--- config.mk ---
export PLATFORM = sky130hd
export DESIGN_NAME = systolic_operand_feeder
export DESIGN_NICKNAME = d
export VERILOG_FILES = /design/src/rtl/systolic_operand_feeder.sv
export SDC_FILE = /design/constraint.sdc
export NUM_CORES = 1
export LEC_CHECK = 0
export CORE_MARGIN = 1.5
export CORE_UTILIZATION = 60
export CTS_BUF_LIST = sky130_fd_sc_hd__clkbuf_8 sky130_fd_sc_hd__clkbuf_16
export DETAILED_ROUTE_END_ITERATION = 8
export PLACE_DENSITY = 0.95
export SYNTH_ARGS = -nofsm -noshare
export SYNTH_HDL_FRONTEND = slang
export SYNTH_SLANG_ARGS = --single-unit
export TNS_END_PERCENT = 1
--- constraint.sdc ---
create_clock -name clk_i -period 8.86 [get_ports clk_i]
set_clock_uncertainty 0.05 [all_clocks]
set_input_delay 0.886 -clock clk_i [delete_from_list [all_inputs] [get_ports clk_i]]
set_output_delay 0.886 -clock clk_i [all_outputs]
set_load 0.05 [all_outputs]
--- src/rtl/systolic_operand_feeder.sv ---
// ---------------------------------------------------------------------------
// systolic_operand_feeder
//
// Purpose:
//   Accepts operand beats (A vector, B vector, last-of-tile tag) over a
//   valid/ready handshake, buffers them in a small FIFO and issues them to
//   the systolic array one per cycle. After the closing beat of a tile is
//   issued, issue is held off for DRAIN_CYCLES cycles so the drain array can
//   unload results before the next tile's beats enter the array.
//
// Ports:
//   clk_i        clock, rising edge
//   rst_ni       synchronous reset, active-low
//   op_valid_i   operand beat valid
//   op_ready_o   feeder can accept a beat (FIFO not full)
//   op_a_i       A vector, lane i = bits [i*DATA_W +: DATA_W]
//   op_b_i       B vector, same packing as op_a_i
//   op_last_i    beat is the final k-step of its tile
//   en_o         a_o/b_o carry a valid beat this cycle
//   last_o       issued beat closes its tile (only with en_o)
//   a_o, b_o     issued operand vectors, zero when en_o is low
//   busy_o       FIFO non-empty or a tile is streaming/draining
//   tile_done_o  one-cycle pulse when the drain window completes
// ---------------------------------------------------------------------------
module systolic_operand_feeder #(
    parameter int SIZE         = 4,
    parameter int DATA_W       = 16,
    parameter int FIFO_DEPTH   = 4,
    parameter int DRAIN_CYCLES = 2*SIZE+5
) (
    input  logic                   clk_i,
    input  logic                   rst_ni,
    input  logic                   op_valid_i,
    output logic                   op_ready_o,
    input  logic [SIZE*DATA_W-1:0] op_a_i,
    input  logic [SIZE*DATA_W-1:0] op_b_i,
    input  logic                   op_last_i,
    output logic                   en_o,
    output logic                   last_o,
    output logic [SIZE*DATA_W-1:0] a_o,
    output logic [SIZE*DATA_W-1:0] b_o,
    output logic                   busy_o,
    output logic                   tile_done_o
);
    localparam int VW = SIZE*DATA_W;
    localparam int PW = (FIFO_DEPTH > 1) ? $clog2(FIFO_DEPTH) : 1;
    localparam int CW = $clog2(DRAIN_CYCLES + 1);

    localparam logic [PW-1:0] PTR_ONE    = PW'(1);
    localparam logic [PW:0]   CNT_ONE    = (PW+1)'(1);
    localparam logic [PW:0]   DEPTH_C    = (PW+1)'(FIFO_DEPTH);
    localparam logic [CW-1:0] DCNT_ONE   = CW'(1);
    localparam logic [CW-1:0] DRAIN_LOAD = CW'(DRAIN_CYCLES - 1);

    typedef enum logic [1:0] {
        IDLE   = 2'd0,
        STREAM = 2'd1,
        DRAIN  = 2'd2
    } state_t;

    logic [VW-1:0] r_mem_a    [FIFO_DEPTH];
    logic [VW-1:0] r_mem_b    [FIFO_DEPTH];
    logic          r_mem_last [FIFO_DEPTH];

    logic [PW-1:0] r_wr_ptr;
    logic [PW-1:0] r_rd_ptr;
    logic [PW:0]   r_count;
    state_t        r_state;
    logic [CW-1:0] r_drain_cnt;

    logic          r_en_p1;
    logic          r_last_p1;
    logic [VW-1:0] r_a_p1;
    logic [VW-1:0] r_b_p1;
    logic          r_done_p1;

    logic          w_push;
    logic          w_pop;
    logic [VW-1:0] w_head_a;
    logic [VW-1:0] w_head_b;
    logic          w_head_last;

    // Ready depends only on the registered count, never on op_valid_i.
    assign op_ready_o  = (r_count < DEPTH_C);
    assign w_push      = op_valid_i & op_ready_o;
    assign w_pop       = (r_count != '0) & (r_state != DRAIN);
    assign w_head_a    = r_mem_a[r_rd_ptr];
    assign w_head_b    = r_mem_b[r_rd_ptr];
    assign w_head_last = r_mem_last[r_rd_ptr];

    // ---- Stage p0: FIFO storage (data only, no reset) ----
    always_ff @(posedge clk_i) begin
        if (w_push) begin
            r_mem_a[r_wr_ptr]    <= op_a_i;
            r_mem_b[r_wr_ptr]    <= op_b_i;
            r_mem_last[r_wr_ptr] <= op_last_i;
        end
    end

    always_ff @(posedge clk_i) begin
        if (!rst_ni) begin
            r_wr_ptr    <= '0;
            r_rd_ptr    <= '0;
            r_count     <= '0;
            r_state     <= IDLE;
            r_drain_cnt <= '0;
            r_en_p1     <= 1'b0;
            r_last_p1   <= 1'b0;
            r_a_p1      <= '0;
            r_b_p1      <= '0;
            r_done_p1   <= 1'b0;
        end else begin
            if (w_push) r_wr_ptr <= r_wr_ptr + PTR_ONE;
            if (w_pop)  r_rd_ptr <= r_rd_ptr + PTR_ONE;

            case ({w_push, w_pop})
                2'b10:   r_count <= r_count + CNT_ONE;
                2'b01:   r_count <= r_count - CNT_ONE;
                default: r_count <= r_count;
            endcase

            // ---- Stage p1: issue register; idle cycles drive zeros ----
            r_en_p1   <= w_pop;
            r_last_p1 <= w_pop & w_head_last;
            r_a_p1    <= w_pop ? w_head_a : '0;
            r_b_p1    <= w_pop ? w_head_b : '0;
            r_done_p1 <= 1'b0;

            case (r_state)
                // A one-beat tile popped from IDLE must go straight to DRAIN,
                // otherwise the next tile's first beat would follow at once.
                IDLE, STREAM: begin
                    if (w_pop) begin
                        if (w_head_last) begin
                            r_state     <= DRAIN;
                            r_drain_cnt <= DRAIN_LOAD;
                        end else begin
                            r_state <= STREAM;
                        end
                    end
                end
                DRAIN: begin
                    if (r_drain_cnt == '0) begin
                        r_state   <= IDLE;
                        r_done_p1 <= 1'b1;
                    end else begin
                        r_drain_cnt <= r_drain_cnt - DCNT_ONE;
                    end
                end
                default: r_state <= IDLE;
            endcase
        end
    end

    assign en_o        = r_en_p1;
    assign last_o      = r_last_p1;
    assign a_o         = r_a_p1;
    assign b_o         = r_b_p1;
    assign tile_done_o = r_done_p1;
    assign busy_o      = (r_count != '0) | (r_state != IDLE);

    a_last_needs_en: assert property (@(posedge clk_i) disable iff (!rst_ni)
        last_o |-> en_o);
    a_no_pop_in_drain: assert property (@(posedge clk_i) disable iff (!rst_ni)
        (r_state == DRAIN) |-> !w_pop);
    // The closing beat is on the outputs during the first DRAIN cycle.
    a_drain_en_is_last: assert property (@(posedge clk_i) disable iff (!rst_ni)
        ((r_state == DRAIN) && en_o) |-> last_o);
    a_no_pop_empty: assert property (@(posedge clk_i) disable iff (!rst_ni)
        w_pop |-> (r_count != '0));
    a_no_push_full: assert property (@(posedge clk_i) disable iff (!rst_ni)
        w_push |-> (r_count < DEPTH_C));

endmodule

==> results of run 1 <==
## worst min-delay path, stage by stage, from the launching register on
cell and delay, ns:
dfxtp_1 0.33, o211ai_1 0.10, o22ai_1 0.08
## metrics by stage
step                hold WS, ns  setup WS [ns]  total power (uW)
floorplan                 0.414           4.08              5800
global placement          0.435           4.75              6430
detailed placement        0.486           4.63              6510
CTS                       0.500           5.21              9120
global route              0.542           5.10              9380
finish                    0.511           5.28              9040
## registers in the layout, indices dropped and copies added, names as in the netlist, named ones only
name,count
r_mem_a,256
r_mem_b,256
a_o,64
b_o,64
r_drain_cnt,4
r_mem_last,4
r_count,3
r_rd_ptr,2
r_state,2
r_wr_ptr,2
en_o,1
last_o,1
tile_done_o,1
## synth_stat cells (all sizes together) (2+ instances only)
library cell / instances / area (sq um)
edfxtp: 516 / 15500
dfxtp: 146 / 2920
and2: 133 / 832
mux4: 129 / 2910
buf: 29 / 229
clkbuf: 17 / 63.8
inv: 11 / 41.3
a21oi: 7 / 35.0
nor2: 7 / 26.3
ha: 6 / 75.1
nor3: 3 / 25.0
nor3b: 3 / 22.5
or3: 3 / 18.8
nand2: 2 / 7.51
nand2b: 2 / 12.5
nand3: 2 / 10.0
nor2b: 2 / 12.5
o211ai: 2 / 15.0
o21ai: 2 / 10.0
xor2: 2 / 17.5
## layer usage
| metal | vias up | wire [microns] | global-route usage (%) |
|---|---|---|---|
| li1 | 4674 | - | - |
| met2 | 529 | 22600 | 38.8 |
| met1 | 5498 | 17700 | 32.5 |
| met4 | 2 | 911 | 6.90 |
| met5 | - | 13 | 0 |
| met3 | 78 | 3740 | 4.75 |
## layout make-up
cell class | count | share of cell area, %
Sequential cell | 662 | 65.8
Clock inverter | 40 | 1.23
Multi-Input combinational cell | 318 | 14.8
Tap cell | 511 | 2.28
Antenna cell | 1 | 0.00893
Clock buffer | 71 | 5.98
Timing Repair Buffer | 276 | 9.75
Inverter | 11 | 0.147
## path summary, 6_finish.rpt
path | start | endpoint | slack [ns]
setup / recovery | op_valid_i | r_mem_b[2][63]$_DFFE_PP_ | 5.28
hold / removal | r_drain_cnt[0]$_SDFFE_PN0P_ | r_drain_cnt[0]$_SDFFE_PN0P_ | 0.51
setup reg to reg | r_count[2]$_SDFFE_PN0P_ | r_mem_b[2][63]$_DFFE_PP_ | 5.69
hold reg to reg | r_drain_cnt[0]$_SDFFE_PN0P_ | r_drain_cnt[0]$_SDFFE_PN0P_ | 0.51
## power by group
| group | leakage [uW] | switching [uW] | internal (uW) | total (uW) |
|---|---|---|---|---|
| sequential | 0.00593 | 231 | 3830 | 4060 |
| combinational | 0.00229 | 1390 | 993 | 2390 |
| clock | 0.00103 | 1070 | 1510 | 2590 |
| total | 0.00924 | 2700 | 6340 | 9040 |
## cells by family after synthesis
group | count (synthesis) | synth area share [%]
and+or+nand+nor | 160 | 4.32
adders and majority gates | 7 | 0.415
AOI/OAI and AO/OA | 18 | 0.508
buffers and inverters | 57 | 1.46
DFF | 662 | 80.5
xor gates and xnor gates | 3 | 0.115
muxes | 130 | 12.7
==> summary.txt, run 1 <==
Finish
  – Multi-input gate area: 0.00416 sq mm
  – Fin util: 74.6%
  – Most frequent cells in the layout: edfxtp_1, clkdlybuf4s50_1, dfxtp_1
  – Proportion of layout cells with a drive suffix above 1: 17.9%
  – Commonest non-fill, non-tap cell in the layout: edfxtp_1
  – Layout fillers: 1985
  – Area Growth Syn to Fin: 22.4%
  – Reg area: 0.0184 sq mm
  – Cell Count, Final, Fillers Out: 1890
  – Final non-filler cell area: 0.0280 sq mm
  – NumNets Final: 1468

Detailed routing
  – DRT Pass-1 Iters: 5
  – DR vias/cell: 5.70
  – WL final: 45100 microns
  – Post-detailed-route wirelength per cell: 23.8 microns
  – Vias: 10781
  – Post-DRT Antenna Nets: 0
  – DR iter-0 viols: 914
  – Drt drc: 0

Floorplanning
  – Die width: 198 microns
  – Rows: 71
  – Initial Util: 60.9%
  – Core area: 0.0376 sq mm
  – Die footprint: 0.0393 sq mm
  – DIE HEIGHT: 198 microns
  – Io pins: 265

Global route
  – Vias in the first global route: 11300
  – Largest net degree at the start of global routing: 89
  – GRT Util Overall: 23.6%
  – Initial antenna violation count: 2
  – GR Overflow Total: 0
  – First-pass GRT wire length: 67900 microns

Setup path
  – Worst path depth: 4
  – Maximum fanout along the worst path: 71
  – Top delay family on crit path: simple AND/OR/NAND/NOR gates
  – Critical path launch point type: input port
  – Worst path bufs/invs: 2
  – Critical setup path kind: in -> reg
  – CP max-delay cell: and2_4
  – CP Cell Sequence: clkdlybuf4s50_1 > nor2b_1 > and2_4 > buf_4
  – Worst path required time: 9.03 ns
  – Slowest stage delay, CP: 0.96 ns
  – R2r worst-path depth: 3
  – WP data arrival: 3.75 ns
  – Worst setup EP type: flip-flop

Placed design
  – Detailed placement HPWL: 26100 microns
  – Cell Area, Placed: 0.0260 sq mm
  – DP Cell Count: 1778
  – Number of port buffers: 264
  – GP Congestion: 0.748

Status
  – Outcome: complete, no violations

Clock network
  – Hold Buf Count CTS: 0
  – CTS max path bufs: 3
  – CTS Buf Count: 60
  – Clock sinks: 662
  – TritonCTS clock tree: built
  – Worst skew pair latency: 0.59 ns
  – H-Tree Depth: 2
  – Root cell of the clock tree: clkbuf_16
  – CTS clk-pin slew, worst paths: 0.06 ns
  – Postcts setup bufs: 0
  – PostCTS Resize Cnt: 0

Hold path
  – Hold path depth: 2
  – Hold WC Path Type: reg -> reg

STA
  – Max Slew Vio Count: 0
  – Maximum clock rate: 279 MHz
  – Setup-failing EPs final: 0
  – Slew headroom: 23.8%
  – Fin. Hold Viols: 0
  – Worst-margin pin slew: 1.14 ns
  – Final setup TNS: 0 ns
  – RSZ-0062 raised after global routing: false
  – Final period util: 40.4%
  – Final min period: 3.58 ns

Synthesis
  – Cells after Synth: 1037
  – Synthesized area: 0.0229 sq mm
  – Register bit total from synthesis: 662
  – Register area share after synthesis: 80.5%
  – Post-Syn Nets: 1176
  – Ys flop type: edfxtp_1
  – Post-synth EDFFs: 516
  – Asr flop ratio synth: 0%
  – Synthesized area per cell: 22.1 sq um
  – Synth unique cells: 39
  – Yosys Warn Count: 0

Pwr
  – LEAKAGE: 0.00924 uW
  – Peak VDD IR: 297 uV
  – Pwr dens: 322 mW/mm^2

Run
  – Max cap viols: 0
(Power assumes the default switching activity.)
==> run 2: changes to the inputs <==
Settings changed: CORE_UTILIZATION 60 to 50, PLACE_DENSITY 0.95 to 0.85.
Clock period 8.86 ns to 3.01 ns, I/O delays scaled along.
==> run 2 against run 1 <==
- via count is 0.80% lower
- clock power grew to 3.0 times the previous value
- register-to-register slack worse by 4.8 ns
- global-route usage is 4.4 points lower
- largest cell class unchanged
- wire length is 1.5% lower
- critical path depth is 1 lower
- largest power group unchanged
- setup slack worse by 5.1 ns
- combinational power grew to 3.1 times the previous value
- cell count is 5.8% higher
- utilization is 12 points lower
- flip-flop and latch count stayed put
==> summary.txt, run 2 (synthesized netlist as in run 1, its figures left out) <==
Status
  – Outcome: complete, no violations

Placed design
  – Detailed placement HPWL: 26000 microns
  – Place WS: 0.596 ns
  – Cell Area, Placed: 0.0264 sq mm
  – Number of port buffers: 264
  – GP Congestion: 0.730

Finish
  – Area Growth Syn to Fin: 24.4%
  – Final non-filler cell area: 0.0285 sq mm
  – Commonest non-fill, non-tap cell in the layout: edfxtp_1
  – Layout fillers: 3023
  – Largest registers: r_mem_a x256, r_mem_b x256
  – Most frequent cells in the layout: edfxtp_1, clkdlybuf4s50_1, dfxtp_1
  – Proportion of layout cells with a drive suffix above 1: 18.4%
  – NumNets Final: 1483

Pwr
  – Psw: 7940 uW
  – Internal Power: 18800 uW
  – Combinational power share: 27.5%
  – Sw Share: 29.7%
  – Peak VDD IR: 692 uV
  – Seq pwr share: 43.9%
  – Pwr dens: 939 mW/mm^2
  – LEAKAGE: 0.00943 uW
  – Clock power share: 28.6%

Run
  – Max cap viols: 0

STA
  – Final min period: 2.85 ns
  – Setup-failing EPs final: 0
  – RSZ-0062 raised after global routing: false
  – Maximum clock rate: 351 MHz
  – Max Slew Vio Count: 0
  – Worst-margin pin slew: 0.740 ns
  – Post-route setup slack: 0.157 ns
  – Slew headroom: 50.7%
  – Fin. Hold Viols: 0
  – Final period util: 94.8%

Detailed routing
  – DR vias/cell: 5.35
  – WL final: 44400 microns
  – Vias: 10695
  – WL met1: 18000 microns
  – Post-DRT Antenna Nets: 0
  – Post-detailed-route wirelength per cell: 22.2 microns
  – Uppermost layer routed: met5
  – Met2 WL post-DR: 22200 microns
  – DR WL met3: 3290 microns
  – Drt drc: 0
  – DRT Pass-1 Iters: 5
  – DR iter-0 viols: 760

Global route
  – GRT Util Overall: 19.2%
  – Initial antenna violation count: 7
  – First-pass GRT wire length: 67500 microns
  – Vias in the first global route: 11600
  – Largest net degree at the start of global routing: 106
  – GR Overflow Total: 0

Clock network
  – Clock sinks: 662
  – CTS clk-pin slew, worst paths: 0.06 ns
  – CTS Buf Count: 61
  – Postcts setup bufs: 0
  – H-Tree Depth: 2
  – PostCTS Resize Cnt: 0
  – CTS max path bufs: 3
  – Worst skew pair latency: 0.61 ns
  – Hold Buf Count CTS: 0
  – Root cell of the clock tree: clkbuf_16
  – TritonCTS clock tree: built

Floorplanning
  – Die footprint: 0.0471 sq mm
  – DIE HEIGHT: 217 microns
  – Die width: 217 microns
  – Io pins: 265
  – Core area: 0.0453 sq mm
  – Rows: 78
  – Initial Util: 50.6%

Setup path
  – Critical path launch point type: flip-flop
  – Critical setup path kind: reg -> out
  – WP data arrival: 2.50 ns
  – Worst path required time: 2.66 ns
  – Worst setup EP type: output pin
  – Maximum fanout along the worst path: 6

Hold path
  – Hold WC Path Type: in -> reg
==> run 2: through the flow <==
step	hold WS (ns)	setup TNS (ns)	util (%)	instances	total power, uW
2_1_floorplan	0.350	-468.26	-	1037	17000
3_5_place_dp	0.453	0	58.3	1881	19300
6_report	0.267	0	62.9	1999	26700
3_3_place_gp	0.434	0	58.3	1881	19200
5_1_grt	0.239	0	62.9	1998	27800
4_1_cts	0.220	0	62.9	1997	27100
==> run 2: path summary, 6_finish.rpt <==
check,to,cells past startpoint,slack (ns),from
setup reg to reg,r_count[2]$_SDFFE_PN0P_,9,0.91,r_state[1]$_SDFFE_PN0P_
setup / recovery,busy_o,3,0.16,r_count[2]$_SDFFE_PN0P_
hold reg to reg,tile_done_o$_SDFF_PN0_,1,0.48,r_drain_cnt[2]$_SDFFE_PN0P_
hold / removal,r_mem_a[3][56]$_DFFE_PP_,1,0.27,op_a_i[56]
==> run 2: critical path: stages (launching register included) <==
cell and delay [ns]:
dfxtp_1 0.36, or3_1 0.47, or3_1 0.36, clkdlybuf4s50_1 0.71
==> run 2: metal layers <==
layer / global-route usage [%] / up-vias
li1: - / 4710
met1: 25.2 / 5541
met2: 31.9 / 367
met3: 5.30 / 69
met4: 5.00 / 8
met5: 0 / -
==> run 2: power by group through the flow <==
stage / Combinational [uW] / Clock, uW / Sequential [uW]
2_1_floorplan: 3480 / 0 / 13600
3_3_place_gp: 7330 / 0 / 11800
3_5_place_dp: 7430 / 0 / 11900
4_1_cts: 7490 / 7850 / 11700
5_1_grt: 7800 / 8200 / 11800
6_report: 7340 / 7650 / 11700
==> run 2: final cells by class <==
type                            instances  area (sq um)  area share (%)
Antenna cell                            2          5.00          0.0176
Clock buffer                           75          1790            6.27
Clock inverter                         41           273           0.958
Inverter                               11          41.3           0.145
Multi-Input combinational cell        318          4160            14.6
Sequential cell                       662         18400            64.7
Tap cell                              600           751            2.64
Timing Repair Buffer                  290          3040            10.7
==> run 3: changes to the inputs <==
Settings changed: CTS_BUF_LIST sky130_fd_sc_hd__clkbuf_8 sky130_fd_sc_hd__clkbuf_16 to not set, SETUP_SLACK_MARGIN set to 0.1.
==> run 3 against run 2 <==
- worst hold slack about the same
- final area barely moved
- cell count unchanged
- critical endpoint unchanged
- largest power group unchanged
- highest routed layer unchanged
==> summary.txt, run 3 (synthesized netlist as in run 1, its figures left out) <==
Status
  – Outcome: complete, no violations

Finish
  – Cell Count, Final, Fillers Out: 1999
  – Most frequent cells in the layout: edfxtp_1, clkdlybuf4s50_1, dfxtp_1
  – Reg area: 0.0184 sq mm
  – Fin util: 62.9%
  – Commonest non-fill, non-tap cell in the layout: edfxtp_1
  – NumNets Final: 1483
  – Proportion of layout cells with a drive suffix above 1: 18.4%
  – Multi-input gate area: 0.00416 sq mm
  – Final non-filler cell area: 0.0285 sq mm
  – Largest registers: r_mem_a x256, r_mem_b x256
  – Area Growth Syn to Fin: 24.4%
  – Layout fillers: 3023

Clock network
  – Root cell of the clock tree: clkbuf_16
  – TritonCTS clock tree: built
  – Clock sinks: 662
  – CTS clk-pin slew, worst paths: 0.06 ns
  – H-Tree Depth: 2
  – Worst skew pair latency: 0.61 ns
  – Hold Buf Count CTS: 0
  – CTS max path bufs: 3
  – Postcts setup bufs: 0
  – CTS Buf Count: 61

Hold path
  – Hold path depth: 1
  – Worst hold path startpoint: op_a_i[56]
  – Hold WC Path Type: in -> reg

Global route
  – GRT Util Overall: 19.2%
  – First-pass GRT wire length: 67500 microns
  – Initial antenna violation count: 7
  – Vias in the first global route: 11602
  – GR Overflow Total: 0
  – Largest net degree at the start of global routing: 106

Run
  – Max cap viols: 0

Detailed routing
  – Post-detailed-route wirelength per cell: 22.2 microns
  – DRT Pass-1 Iters: 5
  – WL final: 44400 microns
  – Drt drc: 0
  – DR iter-0 viols: 758
  – Vias: 10692
  – Post-DRT Antenna Nets: 0
  – DR vias/cell: 5.35

Placed design
  – Place WS: 0.596 ns
  – DP Cell Count: 1881
  – Cell Area, Placed: 0.0264 sq mm
  – GP Congestion: 0.730
  – Detailed placement HPWL: 26000 microns
  – Number of port buffers: 264

Floorplanning
  – Io pins: 265
  – DIE HEIGHT: 217 microns
  – Initial Util: 50.6%
  – Rows: 78
  – Core area: 0.0453 sq mm
  – Die width: 217 microns
  – Die footprint: 0.0471 sq mm

Setup path
  – R2r worst-path depth: 9
  – Reg2Reg Setup Slack: 0.91 ns
  – R2r startpoint: r_state[1]$_SDFFE_PN0P_
  – Worst path required time: 2.66 ns
  – WP data arrival: 2.11 ns
  – Maximum fanout along the worst path: 6
  – Critical setup path kind: reg -> out
  – Worst setup EP type: output pin
  – Worst setup path startpoint: r_count[2]$_SDFFE_PN0P_
  – Critical path launch point type: flip-flop

STA
  – Slew headroom: 50.7%
  – RSZ-0062 raised after global routing: false
  – Setup-failing EPs final: 0
  – Max Slew Vio Count: 0
  – Fin. Hold Viols: 0
  – Final min period: 2.46 ns
  – Post-route setup slack: 0.548 ns
  – Final hold slack: 0.267 ns
  – Maximum clock rate: 406 MHz
  – Worst-margin pin slew: 0.740 ns
  – Final period util: 81.8%

Pwr
  – Peak VDD IR: 691 uV
  – Pwr dens: 941 mW/mm^2
  – LEAKAGE: 0.00935 uW
## run 3: changes by cell type in the layout (fill, tap and decap cells not counted), sizes merged
cell / previous run / this run
clkbuf: 75 / 96
clkdlybuf4s50: 264 / 263
dlymetal6s2s: 0 / 1
inv: 35 / 14
## run 3: timing repair
| action | 4_1_cts | 5_1_grt |
|---|---|---|
| resized for setup | 0 | 1 |
| setup endpoints to repair | 0 | 1 |
| hold endpoints to repair | 0 | 0 |
## run 3: worst max-delay path: stages (launching register included)
cell	delay, ns
dfxtp_1	0.36
or3_1	0.47
or3_1	0.36
dlymetal6s2s_1	0.32
## run 3: path summary, 6_finish.rpt
path,endpoint
max reg2reg,r_count[2]$_SDFFE_PN0P_
max,busy_o
min reg2reg,tile_done_o$_SDFF_PN0_
min,r_mem_a[3][56]$_DFFE_PP_
## run 3: where the power goes
| group | leakage [uW] | total (uW) | switching (uW) | internal (uW) |
|---|---|---|---|---|
| Clock | 0.00101 | 7720 | 3210 | 4520 |
| Combinational | 0.00242 | 7340 | 4260 | 3080 |
| Sequential | 0.00593 | 11700 | 471 | 11300 |
| Total | 0.00935 | 26800 | 7940 | 18900 |
## run 3: layer usage
metal | vias to the layer above | global-route usage [%] | wire length [microns]
met1 | 5517 | 25.2 | 17900
met5 | - | 0 | 58
met3 | 71 | 5.30 | 3350
li1 | 4709 | - | -
met2 | 387 | 31.9 | 22300
met4 | 8 | 5.00 | 783
## run 3: per-stage QoR
| step | total power [uW] | TNS, ns |
|---|---|---|
| 2_1_floorplan | 17000 | -468.26 |
| 3_3_place_gp | 19200 | 0 |
| 3_5_place_dp | 19300 | 0 |
| 4_1_cts | 27200 | 0 |
| 5_1_grt | 27900 | 0 |
| 6_report | 26800 | 0 |
## run 3: cell type report
| type | instances | share of cell area [%] |
|---|---|---|
| Antenna cell | 2 | 0.0176 |
| Clock buffer | 96 | 6.55 |
| Clock inverter | 20 | 0.681 |
| Inverter | 11 | 0.145 |
| Multi-Input combinational cell | 318 | 14.6 |
| Sequential cell | 662 | 64.7 |
| Tap cell | 600 | 2.64 |
| Timing Repair Buffer | 290 | 10.7 |
